[config.mk]
export PLATFORM = sky130hd
export DESIGN_NAME = replica_ram_flat
export DESIGN_NICKNAME = d
export VERILOG_FILES = /design/src/rtl/replica_pkg.sv /design/src/rtl/replica_ram_if.sv /design/src/rtl/replica_bank_ram.sv /design/src/rtl/replica_ram.sv /design/src/flat_wrapper.sv
export SDC_FILE = /design/constraint.sdc
export NUM_CORES = 1
export LEC_CHECK = 0
export BUFFER_PORTS_ARGS = -buffer_cell sky130_fd_sc_hd__buf_4
export CORE_MARGIN = 1
export CORE_UTILIZATION = 54
export CTS_CLUSTER_DIAMETER = 60
export CTS_CLUSTER_SIZE = 10
export DETAILED_ROUTE_END_ITERATION = 10
export PLACE_DENSITY = 0.86
export RECOVER_POWER = 50
export REMOVE_ABC_BUFFERS = 1
export SETUP_SLACK_MARGIN = 0.1
export SLEW_MARGIN = 20
export SYNTH_ARGS = -nofsm -noshare
export SYNTH_HDL_FRONTEND = slang
export SYNTH_SLANG_ARGS = --single-unit
[constraint.sdc]
create_clock -name clk -period 4.73 [get_ports clk]
set_input_delay 0.946 -clock clk [delete_from_list [all_inputs] [get_ports clk]]
set_output_delay 0.946 -clock clk [all_outputs]
set_load 0.005 [all_outputs]
[src/rtl/replica_pkg.sv]
`default_nettype none
// =============================================================================
// Module : replica_pkg
// Brief  : Shared types and constants for one replica slot of the salesman engine.
// Rev    : 1.0  initial release
// =============================================================================
package replica_pkg;

    localparam int city_num    = 4;                      // words per tour
    localparam int replica_num = 8;
    localparam int c_city_w    = 7;
    localparam int c_lanes     = 8;                      // cities per word
    localparam int c_lane_w    = 3;
    localparam int c_word_w    = $clog2(city_num);
    localparam int c_addr_w    = $clog2(2 * city_num);   // {bank, word}
    localparam int c_tour_len  = city_num * c_lanes;

    typedef logic [c_lanes-1:0][c_city_w-1:0] replica_data_t;
    typedef logic [5:0]                       city_idx_t;

    typedef enum logic [1:0] {
        NOP  = 2'd0,
        PREV = 2'd1,
        FOLW = 2'd2,
        SELF = 2'd3
    } replica_command_t;

    typedef enum logic [0:0] {
        THR = 1'b0,
        OR0 = 1'b1
    } opt_command_t;

    typedef struct packed {
        opt_command_t command;
        city_idx_t    K;
        city_idx_t    L;
    } opt_t;

    typedef enum logic [0:0] {
        ST_IDLE = 1'b0,
        ST_RUN  = 1'b1
    } seq_state_t;

    // Degenerate or-opt moves collapse to a plain copy.
    function automatic logic or_opt_active(input opt_t o);
        return (o.command == OR0) && (o.K < o.L) && (o.L < city_idx_t'(c_tour_len));
    endfunction

endpackage
`default_nettype wire

[src/rtl/replica_ram_if.sv]
`default_nettype none
// =============================================================================
// Module : replica_ram_if
// Brief  : Command, neighbour-chain and output bus of one replica slot.
// Rev    : 1.0  initial release
// =============================================================================
interface replica_ram_if;
    import replica_pkg::*;

    replica_command_t command;
    opt_t             opt;
    logic             rbank;
    logic             prev_valid;
    replica_data_t    prev_data;
    logic             folw_valid;
    replica_data_t    folw_data;
    logic             out_valid;
    replica_data_t    out_data;

    modport master (
        output command, opt, rbank, prev_valid, prev_data, folw_valid, folw_data,
        input  out_valid, out_data
    );

    modport slave (
        input  command, opt, rbank, prev_valid, prev_data, folw_valid, folw_data,
        output out_valid, out_data
    );

endinterface
`default_nettype wire

[src/rtl/replica_bank_ram.sv]
`default_nettype none
// =============================================================================
// Module : replica_bank_ram
// Brief  : 1R1W synchronous RAM holding both tour banks, addressed {bank, word}.
// Rev    : 1.0  initial release
// =============================================================================
module replica_bank_ram
    import replica_pkg::*;
(
    input  wire                      clk,
    input  wire                      i_wr_en,
    input  wire [c_addr_w-1:0]       i_wr_addr,
    input  wire replica_data_t       i_wr_data,
    input  wire [c_addr_w-1:0]       i_rd_addr,
    output replica_data_t            o_rd_data
);

    replica_data_t r_mem [2*city_num];
    replica_data_t r_rd_data;

    always_ff @(posedge clk) begin
        if (i_wr_en) begin
            r_mem[i_wr_addr] <= i_wr_data;
        end
        r_rd_data <= r_mem[i_rd_addr];
    end

    assign o_rd_data = r_rd_data;

endmodule
`default_nettype wire

[src/rtl/replica_ram.sv]
`default_nettype none
// =============================================================================
// Module : replica_ram
// Brief  : Double-banked tour store of one replica; shifts tours along the chain
//          or rewrites them in place with an optional or-opt move.
// Rev    : 1.0  initial release
// =============================================================================
module replica_ram
    import replica_pkg::*;
(
    input  wire           clk,
    input  wire           reset,
    replica_ram_if.slave  bus
);

    localparam logic [2:0] c_seq_last = 3'(city_num + 3);
    localparam logic [2:0] c_words    = 3'(city_num);

    seq_state_t          r_state, w_state_nxt;
    logic [2:0]          r_cyc, w_cyc_nxt;
    replica_command_t    r_cmd;
    logic                r_bank;
    city_idx_t           r_k, r_l;
    logic                r_or_act;
    logic [2:0]          r_wr_cnt;
    logic                r_out_valid;
    replica_data_t       r_out_data;
    replica_data_t       r_hold;
    logic [c_word_w-1:0] r_hold_idx;
    logic                r_hold_vld;
    logic [c_city_w-1:0] r_kval;

    logic                w_run, w_start, w_q_vld, w_in_vld, w_fwd, w_wr_en;
    logic [c_word_w-1:0] w_q_idx, w_k_word;
    logic [c_lane_w-1:0] w_k_lane;
    logic [c_addr_w-1:0] w_rd_addr, w_wr_addr;
    replica_data_t       w_q, w_in_data, w_shift, w_new, w_wr_data;
    logic [c_city_w-1:0] w_k_eff;
    city_idx_t           w_pos;

    assign w_run   = (r_state == ST_RUN);
    assign w_start = !w_run && (bus.command != NOP);
    assign w_fwd   = (r_cmd == PREV) || (r_cmd == FOLW);

    // The command cycle itself reads word 0, so the bank comes straight from the bus then.
    assign w_rd_addr = {(w_run ? ~r_bank : ~bus.rbank), r_cyc[c_word_w-1:0]};
    assign w_q_vld   = w_run && (r_cyc != 3'd0) && (r_cyc <= c_words);
    assign w_q_idx   = r_cyc[c_word_w-1:0] - c_word_w'(1);

    assign w_in_vld  = w_run && (r_wr_cnt < c_words) &&
                       (((r_cmd == PREV) && bus.prev_valid) || ((r_cmd == FOLW) && bus.folw_valid));
    assign w_in_data = (r_cmd == FOLW) ? bus.folw_data : bus.prev_data;

    assign w_k_word  = r_k[c_lane_w +: c_word_w];
    assign w_k_lane  = r_k[c_lane_w-1:0];
    // old[K] may sit in the word being rewritten right now.
    assign w_k_eff   = (r_hold_idx == w_k_word) ? r_hold[w_k_lane] : r_kval;
    assign w_shift   = {w_q[0], r_hold[c_lanes-1:1]};

    always_comb begin
        w_new = r_hold;
        w_pos = '0;
        for (int l = 0; l < c_lanes; l++) begin
            w_pos = {1'b0, r_hold_idx, 3'(l)};
            if (r_or_act) begin
                if ((w_pos >= r_k) && (w_pos < r_l)) begin
                    w_new[l] = w_shift[l];
                end else if (w_pos == r_l) begin
                    w_new[l] = w_k_eff;
                end
            end
        end
    end

    assign w_wr_en   = r_hold_vld || w_in_vld;
    assign w_wr_addr = r_hold_vld ? {r_bank, r_hold_idx} : {r_bank, r_wr_cnt[c_word_w-1:0]};
    assign w_wr_data = r_hold_vld ? w_new : w_in_data;

    replica_bank_ram u_bank_ram (
        .clk       (clk),
        .i_wr_en   (w_wr_en),
        .i_wr_addr (w_wr_addr),
        .i_wr_data (w_wr_data),
        .i_rd_addr (w_rd_addr),
        .o_rd_data (w_q)
    );

    always_comb begin
        w_state_nxt = r_state;
        w_cyc_nxt   = r_cyc;
        if (w_run) begin
            if (r_cyc == c_seq_last) begin
                w_state_nxt = ST_IDLE;
                w_cyc_nxt   = 3'd0;
            end else begin
                w_cyc_nxt   = r_cyc + 3'd1;
            end
        end else if (w_start) begin
            w_state_nxt = ST_RUN;
            w_cyc_nxt   = 3'd1;
        end
    end

    always_ff @(posedge clk or negedge reset) begin
        if (!reset) begin
            r_state <= ST_IDLE;
            r_cyc   <= 3'd0;
        end else begin
            r_state <= w_state_nxt;
            r_cyc   <= w_cyc_nxt;
        end
    end

    always_ff @(posedge clk or negedge reset) begin
        if (!reset) begin
            r_cmd       <= NOP;
            r_bank      <= 1'b0;
            r_k         <= '0;
            r_l         <= '0;
            r_or_act    <= 1'b0;
            r_wr_cnt    <= 3'd0;
            r_out_valid <= 1'b0;
            r_out_data  <= '0;
            r_hold      <= '0;
            r_hold_idx  <= '0;
            r_hold_vld  <= 1'b0;
            r_kval      <= '0;
        end else begin
            if (w_start) begin
                r_cmd    <= bus.command;
                r_bank   <= bus.rbank;
                r_k      <= bus.opt.K;
                r_l      <= bus.opt.L;
                r_or_act <= or_opt_active(bus.opt);
                r_wr_cnt <= 3'd0;
            end else if (w_in_vld) begin
                r_wr_cnt <= r_wr_cnt + 3'd1;
            end

            r_out_valid <= w_q_vld && w_fwd;
            if (w_q_vld && w_fwd) begin
                r_out_data <= w_q;
            end

            // One-word look-ahead: hold word i while word i+1 is on the RAM output.
            r_hold_vld <= w_q_vld && (r_cmd == SELF);
            if (w_q_vld) begin
                r_hold     <= w_q;
                r_hold_idx <= w_q_idx;
            end
            if (r_hold_vld && (r_hold_idx == w_k_word)) begin
                r_kval <= r_hold[w_k_lane];
            end
        end
    end

    assign bus.out_valid = r_out_valid;
    assign bus.out_data  = r_out_data;

endmodule
`default_nettype wire

[src/flat_wrapper.sv]
// flat-port wrapper written by rule: the top's interface ports become plain ports
module replica_ram_flat import replica_pkg::*;
  (clk, reset, bus_command, bus_opt, bus_rbank, bus_prev_valid, bus_prev_data, bus_folw_valid, bus_folw_data, bus_out_valid, bus_out_data);
  replica_ram_if bus_i ();
  input  wire clk;
  input  wire reset;
  input wire logic [$bits(bus_i.command)-1:0] bus_command;
  input wire logic [$bits(bus_i.opt)-1:0] bus_opt;
  input wire logic [$bits(bus_i.rbank)-1:0] bus_rbank;
  input wire logic [$bits(bus_i.prev_valid)-1:0] bus_prev_valid;
  input wire logic [$bits(bus_i.prev_data)-1:0] bus_prev_data;
  input wire logic [$bits(bus_i.folw_valid)-1:0] bus_folw_valid;
  input wire logic [$bits(bus_i.folw_data)-1:0] bus_folw_data;
  output wire logic [$bits(bus_i.out_valid)-1:0] bus_out_valid;
  output wire logic [$bits(bus_i.out_data)-1:0] bus_out_data;
  assign bus_i.command = bus_command;
  assign bus_i.opt = bus_opt;
  assign bus_i.rbank = bus_rbank;
  assign bus_i.prev_valid = bus_prev_valid;
  assign bus_i.prev_data = bus_prev_data;
  assign bus_i.folw_valid = bus_folw_valid;
  assign bus_i.folw_data = bus_folw_data;
  assign bus_out_valid = bus_i.out_valid;
  assign bus_out_data = bus_i.out_data;
  replica_ram u_core (.clk(clk), .reset(reset), .bus(bus_i));
endmodule
==> results of run 1 <==
## power breakdown
group          switching (mW)  leakage (nW)  internal (mW)
clock                    2.18          1.03           3.04
combinational            5.17          4.12           3.82
sequential               1.34          6.27           8.23
total                    8.70          11.4           15.1
## routing by layer
layer | track usage (%) | wire length [um] | vias up
met5 | 0 | 12 | -
met4 | 13.84 | 3545 | 2
met3 | 7.546 | 9020 | 289
met2 | 46.65 | 34510 | 1361
met1 | 38.73 | 26270 | 8510
li1 | - | - | 7067
## kinds of logic after synthesis
kind of cell	count (synthesis)	share of synthesized area, %
DFF	650	67.25
and+or+nand+nor	406	6.352
muxes	315	18.34
AOI/OAI and AO/OA	226	5.397
buffers and inverters	121	1.764
adders and majority gates	18	0.8310
xor gates and xnor gates	2	0.06464
## stage by stage
| stage | setup WS [ps] | power [mW] | utilization [%] | area (sq um) | std cells |
|---|---|---|---|---|---|
| after global routing | 360.4 | 24.74 | 63.69 | 31370 | 2658 |
| after global placement | 1245 | 17.89 | 59.63 | 29370 | 2521 |
| final | 567.2 | 23.79 | 63.69 | 31370 | 2658 |
| after CTS | 1032 | 23.66 | 64.03 | 31540 | 2658 |
| after floorplan | -3537 | 15.24 | - | 26700 | 1638 |
| after detailed placement | 973.1 | 18.31 | 59.63 | 29370 | 2521 |
## worst min-delay path by stage
stage,end,slack (ps),start,cells past startpoint
CTS,u_core.bus.out_data[13]$_DFFE_PN0P_,440,u_core.u_bank_ram.o_rd_data[13]$_DFF_P_,2
global placement,u_core.bus.out_data[52]$_DFFE_PN0P_,420,u_core.u_bank_ram.o_rd_data[52]$_DFF_P_,2
detailed placement,u_core.bus.out_data[52]$_DFFE_PN0P_,430,u_core.u_bank_ram.o_rd_data[52]$_DFF_P_,2
global route,u_core.bus.out_data[48]$_DFFE_PN0P_,460,u_core.u_bank_ram.o_rd_data[48]$_DFF_P_,2
finish,u_core.bus.out_data[35]$_DFFE_PN0P_,440,u_core.u_bank_ram.o_rd_data[35]$_DFF_P_,2
floorplan,u_core.bus.out_data[10]$_DFFE_PN0P_,410,u_core.u_bank_ram.o_rd_data[10]$_DFF_P_,2
## sequential cells by signal (all words and copies together) (netlist names)
signal / count
u_core.r_k: 6
u_core.u_bank_ram.r_mem: 448
u_core.r_cmd: 2
u_core.r_or_act: 1
u_core.u_bank_ram.o_rd_data: 56
u_core.r_l: 6
u_core.r_kval: 7
u_core.r_hold: 56
u_core.r_wr_cnt: 3
u_core.r_cyc: 3
u_core.r_hold_vld: 1
u_core.bus.out_valid: 1
u_core.r_state: 1
u_core.r_hold_idx: 2
u_core.r_bank: 1
u_core.bus.out_data: 56
## worst max-delay path, cell delays in order, from the launching register on
cell and delay, ps:
dfrtp_1 400, inv_1 120, ha_4 460, a22oi_1 200, nor3b_1 530, o21bai_1 320
nor2_4 170, clkbuf_2 1480
## cell usage in the layout (no fill, tap or decap), types with 7 or more instances in the layout
cell,instances
a211oi_1,19
a21oi_1,48
a221oi_1,18
a22oi_1,8
a31oi_1,9
buf_4,143
clkbuf_1,71
clkbuf_16,77
clkbuf_2,7
clkbuf_4,51
dfrtp_1,143
dfxtp_1,56
edfxtp_1,448
ha_1,17
inv_1,21
mux2_2,145
mux2i_1,38
mux4_1,9
mux4_2,117
nand2_1,251
nand2b_1,12
nand3_1,8
nor2_1,65
nor2b_1,18
nor3_1,17
nor3b_1,8
o21ai_0,57
o22ai_1,25
or2_2,7
## final cells by class
cell class / count / area, sq um / area share [%]
multi-input cells: 967 / 8461 / 26.97
well taps: 664 / 830.8 / 2.648
inverters: 21 / 78.83 / 0.2513
clock inverters: 4 / 31.28 / 0.09971
repair buffers: 219 / 1593 / 5.077
clock buffers: 133 / 2137 / 6.812
flip-flops and latches: 650 / 18240 / 58.14
==> flow_metrics.tcl, run 1 <==
set metrics [dict create \
    vdd_ir_drop_max_uv 968.1 \
    synthTopCellsByCount "448 x edfxtp_1, 252 x nand2_1, 147 x mux2_2" \
    grt_overflow 0 \
    setup_viol 0 \
    synth_edf_count 448 \
    period_needed_ps 4163 \
    syn_area_sq_um 27100 \
    hold_slack_ps 437.8 \
    ys_ff_latch 650 \
    synth.distinct_cells 61 \
    drv_slew 379 \
    worstSetupPathType "flop to flop" \
    ys_warn_count 0 \
    r2r_start "u_core.r_cmd[0]$_DFFE_PN0P_" \
    crit_start "u_core.r_cmd[0]$_DFFE_PN0P_" \
    worstSetupEndpointType "flop" \
    synth_top_area_share_pct 49.64 \
    holdBufCountCts 0 \
    min_path_type "flop to flop" \
    detail-route-antenna-nets 0 \
    yosys-top-cells-area "edfxtp_1 50%, dfrtp_1 13%, mux4_2 9.7%, mux2_2 6.1%, dfxtp_1 4.1%" \
    vias 17230 \
    cts_buffers 75 \
    core_area_sq_um 49250 \
    worstSetupStartpointType "flop" \
    drt-initial-drc-count 2387 \
    nNetsFinal 2084 \
    drc 0 \
    synthArstFlopShare_pct 22.46 \
    placementRows 81 \
    gp_congestion 0.9857 \
    cts.sink_count 650 \
    drive_above_1_share_pct 28.59 \
    ctsHtreeMaxLevel 3 \
    crit_end "u_core.u_bank_ram.r_mem[2][24]$_DFFE_PP_" \
    path_clk_slew_ps 60 \
    n_antenna_cell 0 \
    wl_per_cell_um 27.60 \
    rrSetupSlack_ps 570 \
    maxCapViolCount 6 \
    ios 189 \
    max_freq_mhz 240.2 \
    grt_max_degree 116 \
    clock_skew_ps 23.39 \
    vias_per_cell 6.482 \
    wl_mm 73.36 \
    finalHoldViolCount 0 \
    post_cts_buffers 0 \
    synth_top_area_cell "edfxtp_1" \
    clockRootBuffer "clkbuf_16" \
    fp.dieH_um 226.0 \
    post-dp-hpwl_mm 43.57 \
    run_status "finished, violations left" \
    yosys_most_used_dff "edfxtp_1" \
    r2r-end "u_core.u_bank_ram.r_mem[2][24]$_DFFE_PP_" \
    syn_area_per_cell_sq_um 15.59 \
    die_w_um 226.0 \
    clockBufferDepth 3 \
    cts_resized 0 \
    ys_seq_area_share_pct 67.25 \
    syn_to_final_growth_pct 15.75 \
    yosysMostFrequentCell "edfxtp_1" \
    violations "capacitance limit, slew limit" \
    power_leakage_nw 11.43 \
    initial_core_util_pct 55.02 \
    cts_tree "built" \
    arrival_ps 4320 \
    io_buffers 188 \
    tns_ps 0 \
    fillCellCount 3372 \
    grt_use_total_pct 29.58 \
    period_share_pct 88.01 \
    clock_latency_ps 600 \
    netlist_instances 1738 \
    first_pass_iters 7 \
    powerDensity_nw_per_um2 758.4 \
    grt_pass1_vias 17570 \
    relSlewSlack_pct -57.59 \
    rsz0062_at_grt "false" \
    worstMarginPinSlew_ps 2364 \
    dieArea_sq_um 51090 \
    grt_pass1_wl_mm 109.1 \
    r2r_cells 7 \
    required_ps 4890 \
    cp_max_fo 56 \
    antenna_found_initial 1 \
]
No activity file was read; power rests on OpenSTA's default activity.
==> inputs of run 2 (changes only) <==
--- a/config.mk
+++ b/config.mk
@@ -11,7 +11,7 @@
 export CTS_CLUSTER_DIAMETER = 60
 export CTS_CLUSTER_SIZE = 10
 export DETAILED_ROUTE_END_ITERATION = 10
-export PLACE_DENSITY = 0.86
+export PLACE_DENSITY = 0.79
 export RECOVER_POWER = 50
 export REMOVE_ABC_BUFFERS = 1
 export SETUP_SLACK_MARGIN = 0.1
==> constraint.sdc (replaced) <==
create_clock -name clk -period 4.73 [get_ports clk]
set_input_delay 0.7095 -clock clk [delete_from_list [all_inputs] [get_ports clk]]
set_output_delay 0.7095 -clock clk [all_outputs]
set_load 0.005 [all_outputs]
==> run 2 against run 1 <==
- the run still ends with capacitance limit, slew limit left
- critical path depth is the same
- worst hold slack lost 130 ps
- sequential share of layout area shrank 0.26 points
- clock skew grew 2.4 ps
- die area is the same
- wire length shrank 0.13%
- cell count grew 0.45%
- non-clock buffer count grew 6
- global-route usage shrank 0.17 points
- maximum frequency grew 5.6%
- register-to-register slack gained 220 ps
- utilization grew 0.28 points
- critical path type unchanged
==> flow_metrics.tcl, run 2 (synthesized netlist as in run 1, its figures left out) <==
set metrics [dict create \
    run_status "finished, violations left" \
    violations "capacitance limit, slew limit" \
    antenna_found_initial 0 \
    arrival_ps 4180 \
    wl_per_cell_um 27.44 \
    cts.sink_count 650 \
    final_common_cell "edfxtp_1" \
    regMostFlops "u_core.u_bank_ram.r_mem" \
    grt_max_degree 116 \
    power_leakage_nw 11.51 \
    drc 0 \
    maxCapViolCount 5 \
    post_cts_buffers 0 \
    fin_area_sq_um 31510 \
    cts_buffers 76 \
    finalHoldViolCount 0 \
    cts_resized 0 \
    first_pass_iters 8 \
    ios 189 \
    ctsHtreeMaxLevel 3 \
    cts_tree "built" \
    initial_core_util_pct 55.02 \
    required_ps 4970 \
    worstMarginPinSlew_ps 2990 \
    holdBufCountCts 0 \
    period_needed_ps 3941 \
    path_cells "inv_1, ha_4, clkbuf_2, mux2i_1, nor2_1, a21oi_1, a221oi_1" \
    layout_common_cells "448 x edfxtp_1, 251 x nand2_1, 156 x buf_4" \
    io_buffers 188 \
    vias 16960 \
    wl_mm 73.27 \
    powerDensity_nw_per_um2 761.9 \
    nNetsFinal 2091 \
    die_w_um 226.0 \
    gp_congestion 0.9354 \
    worstSetupPathType "flop to flop" \
    clock_skew_ps 25.82 \
    max_freq_mhz 253.7 \
    crit_slowest_cell "clkbuf_2" \
    syn_to_final_growth_pct 16.26 \
    worstSetupStartpointType "flop" \
    slowest_delay_ps 1070 \
    min_path_type "input port to flop" \
    rsz0062_at_grt "false" \
    worstSetupEndpointType "flop" \
    drt-initial-drc-count 2193 \
    vias_per_cell 6.351 \
    fp.dieH_um 226.0 \
    tns_ps 0 \
    fin_ws_ps 788.6 \
    placementRows 81 \
    clock_latency_ps 630 \
    largest_reg_flops 448 \
    clockRootBuffer "clkbuf_16" \
    grt_use_total_pct 29.41 \
    clockBufferDepth 3 \
    setup_viol 0 \
    dieArea_sq_um 51090 \
    placed_cell_area_sq_um 29360 \
    vdd_ir_drop_max_uv 870.7 \
    post-dp-hpwl_mm 44.59 \
    relSlewSlack_pct -99.32 \
    drv_slew 352 \
    detail-route-antenna-nets 0 \
    grt_pass1_wl_mm 107.7 \
    place_ws_ps 1129 \
    period_share_pct 83.33 \
    core_area_sq_um 49250 \
    cp_max_fo 48 \
    drive_above_1_share_pct 29.08 \
    path_clk_slew_ps 50 \
    grt_pass1_vias 17000 \
    grt_overflow 0 \
]
==> run 2: stage by stage <==
step,std cells,util (%),hold slack (ps),power [mW]
after floorplan,1638,-,410.1,15.24
after global placement,2527,59.61,420.4,18.10
after detailed placement,2527,59.61,423.8,18.47
after CTS,2669,64.20,227.5,23.91
after global routing,2669,63.97,317.0,25.00
final,2670,63.97,304.4,24.01
==> run 2: power breakdown <==
| group | internal (mW) | switching [mW] | leakage (nW) |
|---|---|---|---|
| sequential | 8.23 | 1.30 | 6.27 |
| clock | 3.13 | 2.23 | 1.07 |
| combinational | 3.87 | 5.25 | 4.17 |
==> run 2: worst paths after layout <==
path	endpoint	startpoint	cells past startpoint	slack (ps)
setup / recovery	u_core.u_bank_ram.r_mem[1][16]$_DFFE_PP_	u_core.r_cmd[0]$_DFFE_PN0P_	7	790
hold / removal	u_core.r_k[1]$_DFFE_PN0P_	bus_opt[7]	3	300
setup reg to reg	u_core.u_bank_ram.r_mem[1][16]$_DFFE_PP_	u_core.r_cmd[0]$_DFFE_PN0P_	7	790
hold reg to reg	u_core.bus.out_data[52]$_DFFE_PN0P_	u_core.u_bank_ram.o_rd_data[52]$_DFF_P_	2	430
max in group asynchronous	u_core.r_hold[22]$_DFFE_PN0P_	reset	2	1190
min in group asynchronous	u_core.r_state$_DFF_PN0_	reset	1	840
==> run 2: per-layer routing <==
metal	vias to the layer above	routed length, um	GRT usage (%)
li1	7084	-	-
met1	8531	27960	40.45
met2	1117	34410	45.47
met3	225	7372	5.191
met4	0	3529	14.93
met5	-	0	0
==> run 2: worst max-delay path: cells and delay by family, from the launching register on <==
family	cells	cell delay, ps
simple gates	1	280
mux	1	180
compound gates	2	1070
buf+inv	2	1190
fa+ha+maj	1	370
flops	1	400
==> run 2: layout make-up <==
class | count | area (sq um)
antenna | 1 | 2.502
inverter | 21 | 78.83
sequential | 650 | 18240
clock buffer | 135 | 2187
clock inverter | 7 | 71.32
timing repair buffer | 225 | 1649
tap | 664 | 830.8
fill | 3485 | 17750
multi-input combinational | 967 | 8451
